==> config.mk <==
export PLATFORM = sky130hd
export DESIGN_NAME = audio_prgrm_ctrl
export DESIGN_NICKNAME = d
export VERILOG_FILES = /design/src/rtl/audio_pkg.sv /design/src/rtl/audio_prgrm_fifo.sv /design/src/rtl/audio_prgrm_ctrl.sv
export SDC_FILE = /design/constraint.sdc
export NUM_CORES = 1
export LEC_CHECK = 0
export CORE_UTILIZATION = 30
export DETAILED_ROUTE_END_ITERATION = 10
export PLACE_DENSITY_LB_ADDON = 0.15
export SYNTH_ARGS = -nofsm -noshare
export SYNTH_HDL_FRONTEND = slang
export SYNTH_HIERARCHICAL = 1
export SYNTH_SLANG_ARGS = --single-unit
==> constraint.sdc <==
create_clock -name clk -period 3.14 [get_ports clk]
set_input_delay 0.785 -clock clk [delete_from_list [all_inputs] [get_ports clk]]
set_output_delay 0.785 -clock clk [all_outputs]
set_load 0.005 [all_outputs]
==> src/rtl/audio_pkg.sv <==
`default_nettype none
// ============================================================================
// Module      : audio_pkg
// Description : Shared types and constants for the audio_app programming
//               sequencer (state encoding, default word width, counter width).
// Revision    : 1.0 - initial release
// ============================================================================
package audio_pkg;

   localparam int PRGRM_WORD_W = 16;
   localparam int FRAME_CNT_W  = 8;

   typedef enum logic [2:0] {
      ST_IDLE  = 3'd0,
      ST_LOAD  = 3'd1,
      ST_SHIFT = 3'd2,
      ST_GAP   = 3'd3,
      ST_ERR   = 3'd4
   } prgrm_state_e;

   // Counter width able to hold values 0..v-1, never narrower than one bit.
   function automatic int clog2_min1(input int v);
      return (v > 1) ? $clog2(v) : 1;
   endfunction

endpackage
`default_nettype wire

==> src/rtl/audio_prgrm_fifo.sv <==
`default_nettype none
// ============================================================================
// Module      : audio_prgrm_fifo
// Description : Synchronous FIFO with push/pop/flush and full/empty flags
//               buffering host program words ahead of the serializer.
// Revision    : 1.0 - initial release
// ============================================================================
module audio_prgrm_fifo
   import audio_pkg::*;
#(
   parameter int WORD_W     = PRGRM_WORD_W,
   parameter int FIFO_DEPTH = 4
) (
   input  logic              clk,
   input  logic              rst,
   input  logic              push_i,
   input  logic [WORD_W-1:0] data_i,
   input  logic              pop_i,
   input  logic              flush_i,
   output logic [WORD_W-1:0] data_o,
   output logic              full_o,
   output logic              empty_o
);

   localparam int AW = clog2_min1(FIFO_DEPTH);

   logic [WORD_W-1:0] mem_q [FIFO_DEPTH];
   logic [AW-1:0]     wr_ptr_q;
   logic [AW-1:0]     rd_ptr_q;
   logic [AW:0]       count_q;
   logic              w_do_push;
   logic              w_do_pop;

   assign full_o    = (count_q == (AW+1)'(FIFO_DEPTH));
   assign empty_o   = (count_q == '0);
   assign w_do_push = push_i && !full_o;
   assign w_do_pop  = pop_i && !empty_o;
   assign data_o    = mem_q[rd_ptr_q];

   // Pointers wrap naturally because the depth is a power of two.
   always_ff @(posedge clk or posedge rst) begin
      if (rst) begin
         wr_ptr_q <= '0;
         rd_ptr_q <= '0;
         count_q  <= '0;
      end else if (flush_i) begin
         wr_ptr_q <= '0;
         rd_ptr_q <= '0;
         count_q  <= '0;
      end else begin
         if (w_do_push) wr_ptr_q <= wr_ptr_q + AW'(1);
         if (w_do_pop)  rd_ptr_q <= rd_ptr_q + AW'(1);
         case ({w_do_push, w_do_pop})
            2'b10:   count_q <= count_q + (AW+1)'(1);
            2'b01:   count_q <= count_q - (AW+1)'(1);
            default: count_q <= count_q;
         endcase
      end
   end

   always_ff @(posedge clk) begin
      if (w_do_push) mem_q[wr_ptr_q] <= data_i;
   end

endmodule
`default_nettype wire

==> src/rtl/audio_prgrm_ctrl.sv <==
`default_nettype none
// ============================================================================
// Module      : audio_prgrm_ctrl
// Description : Buffers host program words and serializes them MSB first onto
//               the DSP prgrm_in/prgrm_go_ port, aborting on DSP err_.
//               Optional macro AUDIO_PRGRM_PARITY_EN appends an even-parity bit.
// Revision    : 1.0 - initial release
// ============================================================================
module audio_prgrm_ctrl
   import audio_pkg::*;
#(
   parameter int WORD_W     = PRGRM_WORD_W,
   parameter int FIFO_DEPTH = 4,
   parameter int GAP_CYC    = 2
) (
   input  logic                   clk,
   input  logic                   rst,
   input  logic                   wr_valid,
   input  logic [WORD_W-1:0]      wr_data,
   output logic                   wr_ready,
   output logic                   prgrm_in,
   output logic                   prgrm_go_,
   input  logic                   err_,
   input  logic                   err_clr,
   output logic                   busy,
   output logic                   err_sticky,
   output logic [FRAME_CNT_W-1:0] frame_cnt
);

`ifdef AUDIO_PRGRM_PARITY_EN
   localparam int FRAME_BITS = WORD_W + 1;
`else
   localparam int FRAME_BITS = WORD_W;
`endif
   localparam int CNT_W = clog2_min1(FRAME_BITS);
   localparam int GAP_W = clog2_min1(GAP_CYC);

   prgrm_state_e           state_q, state_d;
   logic [WORD_W-1:0]      shreg_q, shreg_d;
   logic [CNT_W-1:0]       bit_cnt_q, bit_cnt_d;
   logic [GAP_W-1:0]       gap_cnt_q, gap_cnt_d;
   logic                   go_n_q, go_n_d;
   logic                   pin_q, pin_d;
   logic                   sticky_q, sticky_d;
   logic [FRAME_CNT_W-1:0] frame_cnt_q, frame_cnt_d;
   logic                   err_n_q;
`ifdef AUDIO_PRGRM_PARITY_EN
   logic                   parity_q, parity_d;
`endif

   logic                   w_push;
   logic                   w_pop;
   logic                   w_flush;
   logic                   w_full;
   logic                   w_empty;
   logic [WORD_W-1:0]      w_head;

   assign wr_ready   = !w_full && (state_q != ST_ERR);
   assign w_push     = wr_valid && wr_ready;
   assign busy       = !w_empty || (state_q != ST_IDLE);
   assign prgrm_in   = pin_q;
   assign prgrm_go_  = go_n_q;
   assign err_sticky = sticky_q;
   assign frame_cnt  = frame_cnt_q;

   audio_prgrm_fifo #(
      .WORD_W     (WORD_W),
      .FIFO_DEPTH (FIFO_DEPTH)
   ) u_fifo (
      .clk     (clk),
      .rst     (rst),
      .push_i  (w_push),
      .data_i  (wr_data),
      .pop_i   (w_pop),
      .flush_i (w_flush),
      .data_o  (w_head),
      .full_o  (w_full),
      .empty_o (w_empty)
   );

   always_comb begin
      state_d     = state_q;
      shreg_d     = shreg_q;
      bit_cnt_d   = bit_cnt_q;
      gap_cnt_d   = gap_cnt_q;
      go_n_d      = go_n_q;
      pin_d       = pin_q;
      sticky_d    = sticky_q;
      frame_cnt_d = frame_cnt_q;
      w_pop       = 1'b0;
      w_flush     = 1'b0;
`ifdef AUDIO_PRGRM_PARITY_EN
      parity_d    = parity_q;
`endif

      case (state_q)
         ST_IDLE: begin
            if (!w_empty) state_d = ST_LOAD;
         end
         ST_LOAD: begin
            // The first bit is registered here so it is on the pins for the whole first SHIFT cycle.
            w_pop     = 1'b1;
            shreg_d   = w_head;
            bit_cnt_d = CNT_W'(FRAME_BITS - 1);
            go_n_d    = 1'b0;
            pin_d     = w_head[WORD_W-1];
`ifdef AUDIO_PRGRM_PARITY_EN
            parity_d  = ^w_head;
`endif
            state_d   = ST_SHIFT;
         end
         ST_SHIFT: begin
            if (bit_cnt_q == '0) begin
               go_n_d      = 1'b1;
               pin_d       = 1'b0;
               gap_cnt_d   = GAP_W'(GAP_CYC - 1);
               frame_cnt_d = frame_cnt_q + FRAME_CNT_W'(1);
               state_d     = ST_GAP;
            end else begin
               bit_cnt_d = bit_cnt_q - CNT_W'(1);
               shreg_d   = shreg_q << 1;
               pin_d     = shreg_q[WORD_W-2];
`ifdef AUDIO_PRGRM_PARITY_EN
               if (bit_cnt_q == CNT_W'(1)) pin_d = parity_q;
`endif
            end
         end
         ST_GAP: begin
            if (gap_cnt_q == '0) state_d = ST_IDLE;
            else                 gap_cnt_d = gap_cnt_q - GAP_W'(1);
         end
         ST_ERR: begin
            w_flush = 1'b1;
            if (err_clr && err_n_q) begin
               sticky_d = 1'b0;
               state_d  = ST_IDLE;
            end
         end
         default: state_d = ST_IDLE;
      endcase

      // An error from any active state overrides the normal step, including a frame's final count.
      if ((state_q != ST_ERR) && !err_n_q) begin
         state_d     = ST_ERR;
         go_n_d      = 1'b1;
         pin_d       = 1'b0;
         sticky_d    = 1'b1;
         frame_cnt_d = frame_cnt_q;
         w_flush     = 1'b1;
      end
   end

   always_ff @(posedge clk or posedge rst) begin
      if (rst) begin
         state_q     <= ST_IDLE;
         shreg_q     <= '0;
         bit_cnt_q   <= '0;
         gap_cnt_q   <= '0;
         go_n_q      <= 1'b1;
         pin_q       <= 1'b0;
         sticky_q    <= 1'b0;
         frame_cnt_q <= '0;
         err_n_q     <= 1'b1;
      end else begin
         state_q     <= state_d;
         shreg_q     <= shreg_d;
         bit_cnt_q   <= bit_cnt_d;
         gap_cnt_q   <= gap_cnt_d;
         go_n_q      <= go_n_d;
         pin_q       <= pin_d;
         sticky_q    <= sticky_d;
         frame_cnt_q <= frame_cnt_d;
         err_n_q     <= err_;
      end
   end

`ifdef AUDIO_PRGRM_PARITY_EN
   always_ff @(posedge clk or posedge rst) begin
      if (rst) parity_q <= 1'b0;
      else     parity_q <= parity_d;
   end
`endif

endmodule
`default_nettype wire
==> metrics.md, run 1 <==
| Metric | Value |
|---|---|
| Comb pwr share | 4.4% |
| Switch share | 21.1% |
| DP Cell Count | 533 |
| CTS tree | built |
| Cell area after layout | 5560 µm² |
| Cell depth of the worst flop-to-flop path | 8 |
| Highest Signal Layer | met4 |
| Post-synth design cell area | 4730 µm² |
| Sequential cell fraction of total power | 54.5% |
| Reg clk slew, reported paths | 0.07 ns |
| Cell Count, Final, Fillers Out | 550 |
| Outcome | complete, no violations |
| DR pass1 iterations | 4 |
| Pre-CTS setup slack | 0.343 ns |
| Slew Limit Fails | 0 |
| Final worst path period share | 96.3% |
| Root Driver | clkbuf_16 |
| CTS buffer count | 9 |
| Asr flop ratio synth | 39.6% |
| CP endpoint kind | output pin |
| Most frequent cells in the layout | edfxtp_1 (64), dfrtp_1 (39), clkdlybuf4s50_1 (33) |
| Vias in the first global route | 2,592 |
| Peak supply drop | 0.000352 V |
| Final setup violation count | 0 |
| Largest net degree at the start of global routing | 36 |
| Core Rows | 45 |
| Die area | 16,300 µm² |
| Final ANT Viol Nets | 0 |
| Initial antenna violation count | 0 |
| Crit path depth | 4 |
| Routability Congestion | 0.733 |
| Ys flop type | edfxtp_1 |
| Clk_skew | 0.00797 ns |
| Seq cells post-synth | 106 |
| Reg-to-Reg Start | u_fifo/count_q[2]$_DFFE_PP0P_ |
| Critical path's slowest cell | or4b_2 |
| WL per Instance | 15.5 µm |
| Final setup margin | 0.116 ns |
| DP Wirelength | 5.26 mm |
| Post-Syn Area per Cell | 15.6 µm² |
| PD cells | 500 nW/µm² |
| Hold Vio Cnt, Final | 0 |
| Commonest non-fill, non-tap cell in the layout | edfxtp_1 |
| Diode count | 0 |
| First-pass GRT wire length | 13.9 mm |
| Critical-path cell list | or2_2, nor2_2, or4b_2, clkdlybuf4s50_1 |
| Worst path max stage delay | 0.59 ns |
| Tmin final | 3.02 ns |
| Yosys cell types | 61 |
| Max Root-Sink Buffers | 2 |
| Fin nets | 362 |
| CP bufs+invs | 1 |
| Hold WC Path Type | reg -> reg |
| Switch Pwr | 0.000585 W |
| R2R Setup Slk | 0.61 ns |
| Share of cells above drive strength 1 | 24.8% |
| Reg2reg end | u_fifo/count_q[1]$_DFFE_PP0P_ |
| CP required | 2.35 ns |
| Int Pwr | 0.00219 W |
| Clk sinks | 106 |
| Clk_lat worst skew | 0.35 ns |
| Clock Power Share | 41.1% |
| Met3 routed WL | 241 µm |
| Core box area | 15,300 µm² |
| CP Launch Type | flop |
| DR vias/cell | 4.61 |
| I/O pins | 34 |
| Iteration-0 DRC Markers | 99 |
| Max-Cap Viols | 0 |
| Mapped Nets | 331 |
| Die height | 128 µm |
| Cell family with most CP delay | simple AND/OR/NAND/NOR gates |
| DP Area | 5250 µm² |
| Hold Path Depth | 1 |
| Initial Util | 30.9% |
| Die X | 128 µm |
| Syn. warnings | 6 |
| HP Start | frame_cnt[7]$_DFFE_PP0P_ |
| DRT Wirelength | 8.55 mm |
| P_leak | 2.04 nW |
| I/O Buffers | 33 |
| Setup TNS | 0 ns |
| EDFF count, synth | 64 |
| RSZ-0062 raised after global routing | no |
| Met2 wire len | 4.17 mm |
| End of the worst hold path | frame_cnt[7]$_DFFE_PP0P_ |
| Critical path arrival | 2.24 ns |
| Sequential share of the synthesized area | 62.9% |
| Post-route DRC violation count | 0 |
| Total number of vias | 2,538 |
| Fmax | 0.331 GHz |
| Htree depth | 3 |
| Final global-route overflow total | 0 |
| Worst-Margin Slew | 0.811 ns |
| Worst Path Max Fanout | 3 |
| CP Class | reg -> out |
| WL met1 | 4.00 mm |
| Overall power | 0.00278 W |
| Total GRT Usage | 11.6% |
| Worst slew margin | 45.9% |
| Cells after synthesis | 303 |
| Area delta synth->final | 17.4% |
==> routing by layer <==
metal	vias to the layer above	GRT usage, %
met5	-	0
met4	0	4.57
met3	11	3.02
met2	38	19.1
met1	1281	14.5
li1	1208	-
==> power by group through the flow <==
stage	clock network [W]	registers, W	logic (W)
floorplan	0	0.00154	0.0000617
global placement	0	0.00154	0.000124
detailed placement	0	0.00154	0.000124
CTS	0.00118	0.00151	0.000125
global route	0.00123	0.00152	0.000135
finish	0.00114	0.00151	0.000121
==> flip-flops by register name (all words and copies together), names as in the netlist, 2 cells and up <==
signal           flops
state_q              3
bit_cnt_q            4
u_fifo/count_q       3
u_fifo/rd_ptr_q      2
u_fifo/wr_ptr_q      2
shreg_q             15
frame_cnt            8
u_fifo/mem_q        64
==> cells in the mapped netlist, types with 3 or more instances <==
| cell | count | area share [%] |
|---|---|---|
| mux2_1 | 5 | 1.2 |
| dfrtp_1 | 40 | 21 |
| nand4_1 | 3 | 0.40 |
| and2_1 | 3 | 0.40 |
| a31oi_1 | 3 | 0.40 |
| clkbuf_1 | 3 | 0.24 |
| o21ai_0 | 6 | 0.63 |
| and3_2 | 4 | 0.63 |
| nand2_1 | 6 | 0.48 |
| nand2b_1 | 6 | 0.79 |
| mux2_4 | 7 | 2.2 |
| nor2b_1 | 3 | 0.40 |
| mux4_2 | 16 | 7.6 |
| ha_1 | 6 | 1.6 |
| mux2_2 | 17 | 4.0 |
| inv_1 | 12 | 0.95 |
| xnor2_1 | 8 | 1.5 |
| nand3_1 | 8 | 0.85 |
| nor3b_1 | 3 | 0.48 |
| edfxtp_1 | 64 | 41 |
| nor2_1 | 7 | 0.56 |
| buf_6 | 4 | 0.95 |
| a21oi_1 | 7 | 0.74 |
| nor3_1 | 3 | 0.32 |
| and3_1 | 3 | 0.40 |
| buf_2 | 11 | 1.2 |
==> worst max-delay path by stage <==
stage / from / endpoint / slack (ns)
2_1_floorplan: u_fifo/count_q[0]$_DFFE_PP0P_ / u_fifo/count_q[1]$_DFFE_PP0P_ / 0.68
3_3_place_gp: u_fifo/count_q[1]$_DFFE_PP0P_ / busy / 0.36
3_5_place_dp: u_fifo/count_q[1]$_DFFE_PP0P_ / busy / 0.34
4_1_cts: u_fifo/count_q[1]$_DFFE_PP0P_ / busy / 0.06
5_1_grt: u_fifo/count_q[1]$_DFFE_PP0P_ / busy / 0.02
6_report: u_fifo/count_q[1]$_DFFE_PP0P_ / busy / 0.12
==> cell families (layout without fill, tap and decap cells) <==
| logic type | Yosys count | in the layout | synth area share, % |
|---|---|---|---|
| AOI/OAI and AO/OA | 39 | 39 | 5.82 |
| xor gates and xnor gates | 10 | 10 | 1.85 |
| buffers and inverters | 34 | 70 | 4.20 |
| and+or+nand+nor | 62 | 62 | 8.17 |
| muxes | 45 | 45 | 15.1 |
| DFF | 106 | 106 | 62.9 |
| adders and majority gates | 7 | 7 | 2.01 |
==> through the flow <==
stage | hold WS (ns) | util, %
5_1_grt | 0.498 | 36.3
6_report | 0.471 | 36.3
4_1_cts | 0.479 | 36.3
3_5_place_dp | 0.465 | 34.3
3_3_place_gp | 0.463 | 34.3
2_1_floorplan | 0.452 | -
==> what timing repair did <==
item | 4_1_cts | 5_1_grt
hold buffers | 0 | 0
hold endpoints to repair | 0 | 0
gates resized for setup | 1 | 1
buffers inserted | 1 | 0
cloned | 0 | 0
setup endpoints to repair | 1 | 1
==> cell type report <==
type	instances	area, µm²
inverter	13	61.3
tap	211	264
clock inverter	7	73.8
timing repair buffer	41	390
clock buffer	9	225
multi-input combinational	163	1570
fill	1505	9760
sequential	106	2980
No activity file was read; power rests on OpenSTA's default activity.
==> run 2: changes to the inputs <==
- SETUP_SLACK_MARGIN: unset -> 0.5
==> metrics.md, run 2 (synthesis results as in run 1) <==
| Metric | Value |
|---|---|
| Hold WC Path Type | reg -> reg (unchanged) |
| Clk_lat worst skew | 0.35 ns (about the same) |
| Htree depth | 3 (unchanged) |
| DRT Wirelength | 8.57 mm (was 8.55 mm) |
| Max-Cap Viols | 0 (unchanged) |
| Outcome | complete, no violations (unchanged) |
| Worst slew margin | 45.9% (about the same) |
| Die height | 128 µm (unchanged) |
| Hold Vio Cnt, Final | 0 (unchanged) |
| Final worst path period share | 80.1% (was 96.3%) |
| Routability Congestion | 0.733 (unchanged) |
| DP Cell Count | 533 (unchanged) |
| Most frequent cells in the layout | edfxtp_1 (64), dfrtp_1 (38), clkdlybuf4s50_1 (31) (was edfxtp_1 (64), dfrtp_1 (39), clkdlybuf4s50_1 (33)) |
| CP endpoint kind | output pin (unchanged) |
| DR vias/cell | 4.63 (was 4.61) |
| Iteration-0 DRC Markers | 102 (was 99) |
| Min Hold Slack | 0.471 ns (about the same) |
| First-pass GRT wire length | 14.0 mm (was 13.9 mm) |
| DP Wirelength | 5.26 mm (unchanged) |
| Initial antenna violation count | 0 (unchanged) |
| Largest net degree at the start of global routing | 36 (unchanged) |
| Root Driver | clkbuf_16 (unchanged) |
| DR pass1 iterations | 4 (unchanged) |
| WL per Instance | 15.5 µm (about the same) |
| Max Root-Sink Buffers | 2 (unchanged) |
| PD cells | 498 nW/µm² (was 500 nW/µm²) |
| Post-route DRC violation count | 0 (unchanged) |
| Area delta synth->final | 17.8% (was 17.4%) |
| I/O Buffers | 33 (unchanged) |
| CTS tree | built (unchanged) |
| P_leak | 2.05 nW (was 2.04 nW) |
| Final global-route overflow total | 0 (unchanged) |
| Die area | 16,300 µm² (unchanged) |
| Clk_skew | 0.00799 ns (was 0.00797 ns) |
| CP Launch Type | flop (unchanged) |
| Biggest register | u_fifo/mem_q (unchanged) |
| Tmin final | 2.52 ns (was 3.02 ns) |
| Final setup violation count | 0 (unchanged) |
| Clk sinks | 106 (unchanged) |
| Total GRT Usage | 11.6% (about the same) |
| Die X | 128 µm (unchanged) |
| Diode count | 0 (unchanged) |
| Core Rows | 45 (unchanged) |
| Initial Util | 30.9% (unchanged) |
| Vias in the first global route | 2,615 (was 2,592) |
| Share of cells above drive strength 1 | 26.1% (was 24.8%) |
| Worst-Margin Slew | 0.811 ns (about the same) |
| CTS buffer count | 9 (unchanged) |
| Total number of vias | 2,553 (was 2,538) |
| Critical path arrival | 1.73 ns (was 2.24 ns) |
| CP Class | reg -> out (unchanged) |
| Fin nets | 364 (was 362) |
| Setup TNS | 0 ns (unchanged) |
| Slew Limit Fails | 0 (unchanged) |
| Commonest non-fill, non-tap cell in the layout | edfxtp_1 (unchanged) |
| Fillers | 1,507 (was 1,505) |
| CP required | 2.35 ns (about the same) |
| Reg clk slew, reported paths | 0.07 ns (about the same) |
| Final ANT Viol Nets | 0 (unchanged) |
| I/O pins | 34 (unchanged) |
| Hold_buf cts | 0 (unchanged) |
| Max reg flops | 64 (unchanged) |
| Peak supply drop | 0.000352 V (about the same) |
| Core box area | 15,300 µm² (unchanged) |
| Cell Count, Final, Fillers Out | 552 (was 550) |
| Worst Path Max Fanout | 10 (was 3) |
| RSZ-0062 raised after global routing | no (unchanged) |
| Fmax | 0.398 GHz (was 0.331 GHz) |
run 2: changes by cell type in the layout (fill, tap and decap cells not counted), sizes merged:
cell           previous run  this run
buf                       8        11
clkdlybuf4s50            33        31
dlygate4sd2               0         1
run 2: critical path: stages, from the launching register on:
cell and delay, ns:
dfrtp_1 0.38, buf_4 0.17, or3b_4 0.44, clkinv_8 0.07, a21oi_1 0.04, dlygate4sd2_1 0.28
run 2: what timing repair did:
action | CTS | global route
gates resized for setup | 10 | 1
cloned | 0 | 0
buffers inserted | 3 | 0
pin swaps | 2 | 0
endpoints found under the setup margin | 2 | 1
run 2: layout make-up:
type	count	area, µm²	area share (%)
repair buffers	43	399	7.16
clock buffers	9	225	4.04
multi-input cells	163	1570	28.2
inverters	13	61.3	1.10
flip-flops and latches	106	2980	53.4
clock inverters	7	73.8	1.32
well taps	211	264	4.74
run 2: per-layer routing:
| layer | wire, µm | share of wire, % | vias to the layer above | global-route usage, % |
|---|---|---|---|---|
| met5 | 0 | 0 | - | 0 |
| met4 | 139 | 1.6 | 0 | 4.57 |
| met3 | 261 | 3.0 | 11 | 3.02 |
| met2 | 4190 | 49 | 38 | 19.4 |
| met1 | 3970 | 46 | 1291 | 14.4 |
| li1 | - | - | 1213 | - |
run 2: path summary, 6_finish.rpt:
kind	from	endpoint	slack, ns	depth (start not counted)
setup / recovery	u_fifo/count_q[0]$_DFFE_PP0P_	wr_ready	0.62	5
hold reg to reg	frame_cnt[7]$_DFFE_PP0P_	frame_cnt[7]$_DFFE_PP0P_	0.47	1
max in group asynchronous	rst	prgrm_go_$_DFFE_PP1P_	1.91	3
hold / removal	frame_cnt[7]$_DFFE_PP0P_	frame_cnt[7]$_DFFE_PP0P_	0.47	1
min in group asynchronous	rst	u_fifo/wr_ptr_q[1]$_DFFE_PP0P_	0.70	2
setup reg to reg	u_fifo/count_q[2]$_DFFE_PP0P_	u_fifo/count_q[1]$_DFFE_PP0P_	0.82	8
run 2: report_power, final:
part / switching, W / total [W] / internal, W
registers: 0.0000121 / 0.00151 / 0.00150
clock network: 0.000515 / 0.00114 / 0.000626
logic: 0.0000572 / 0.000120 / 0.0000631
run 2: stage by stage:
stage	power (W)	util [%]	setup WS, ns	cell area (µm²)
global route	0.00288	36.4	0.540	5580
CTS	0.00282	36.4	0.462	5570
floorplan	0.00160	-	0.682	4730
global placement	0.00167	34.3	0.361	5250
detailed placement	0.00167	34.3	0.343	5250
finish	0.00278	36.4	0.625	5580
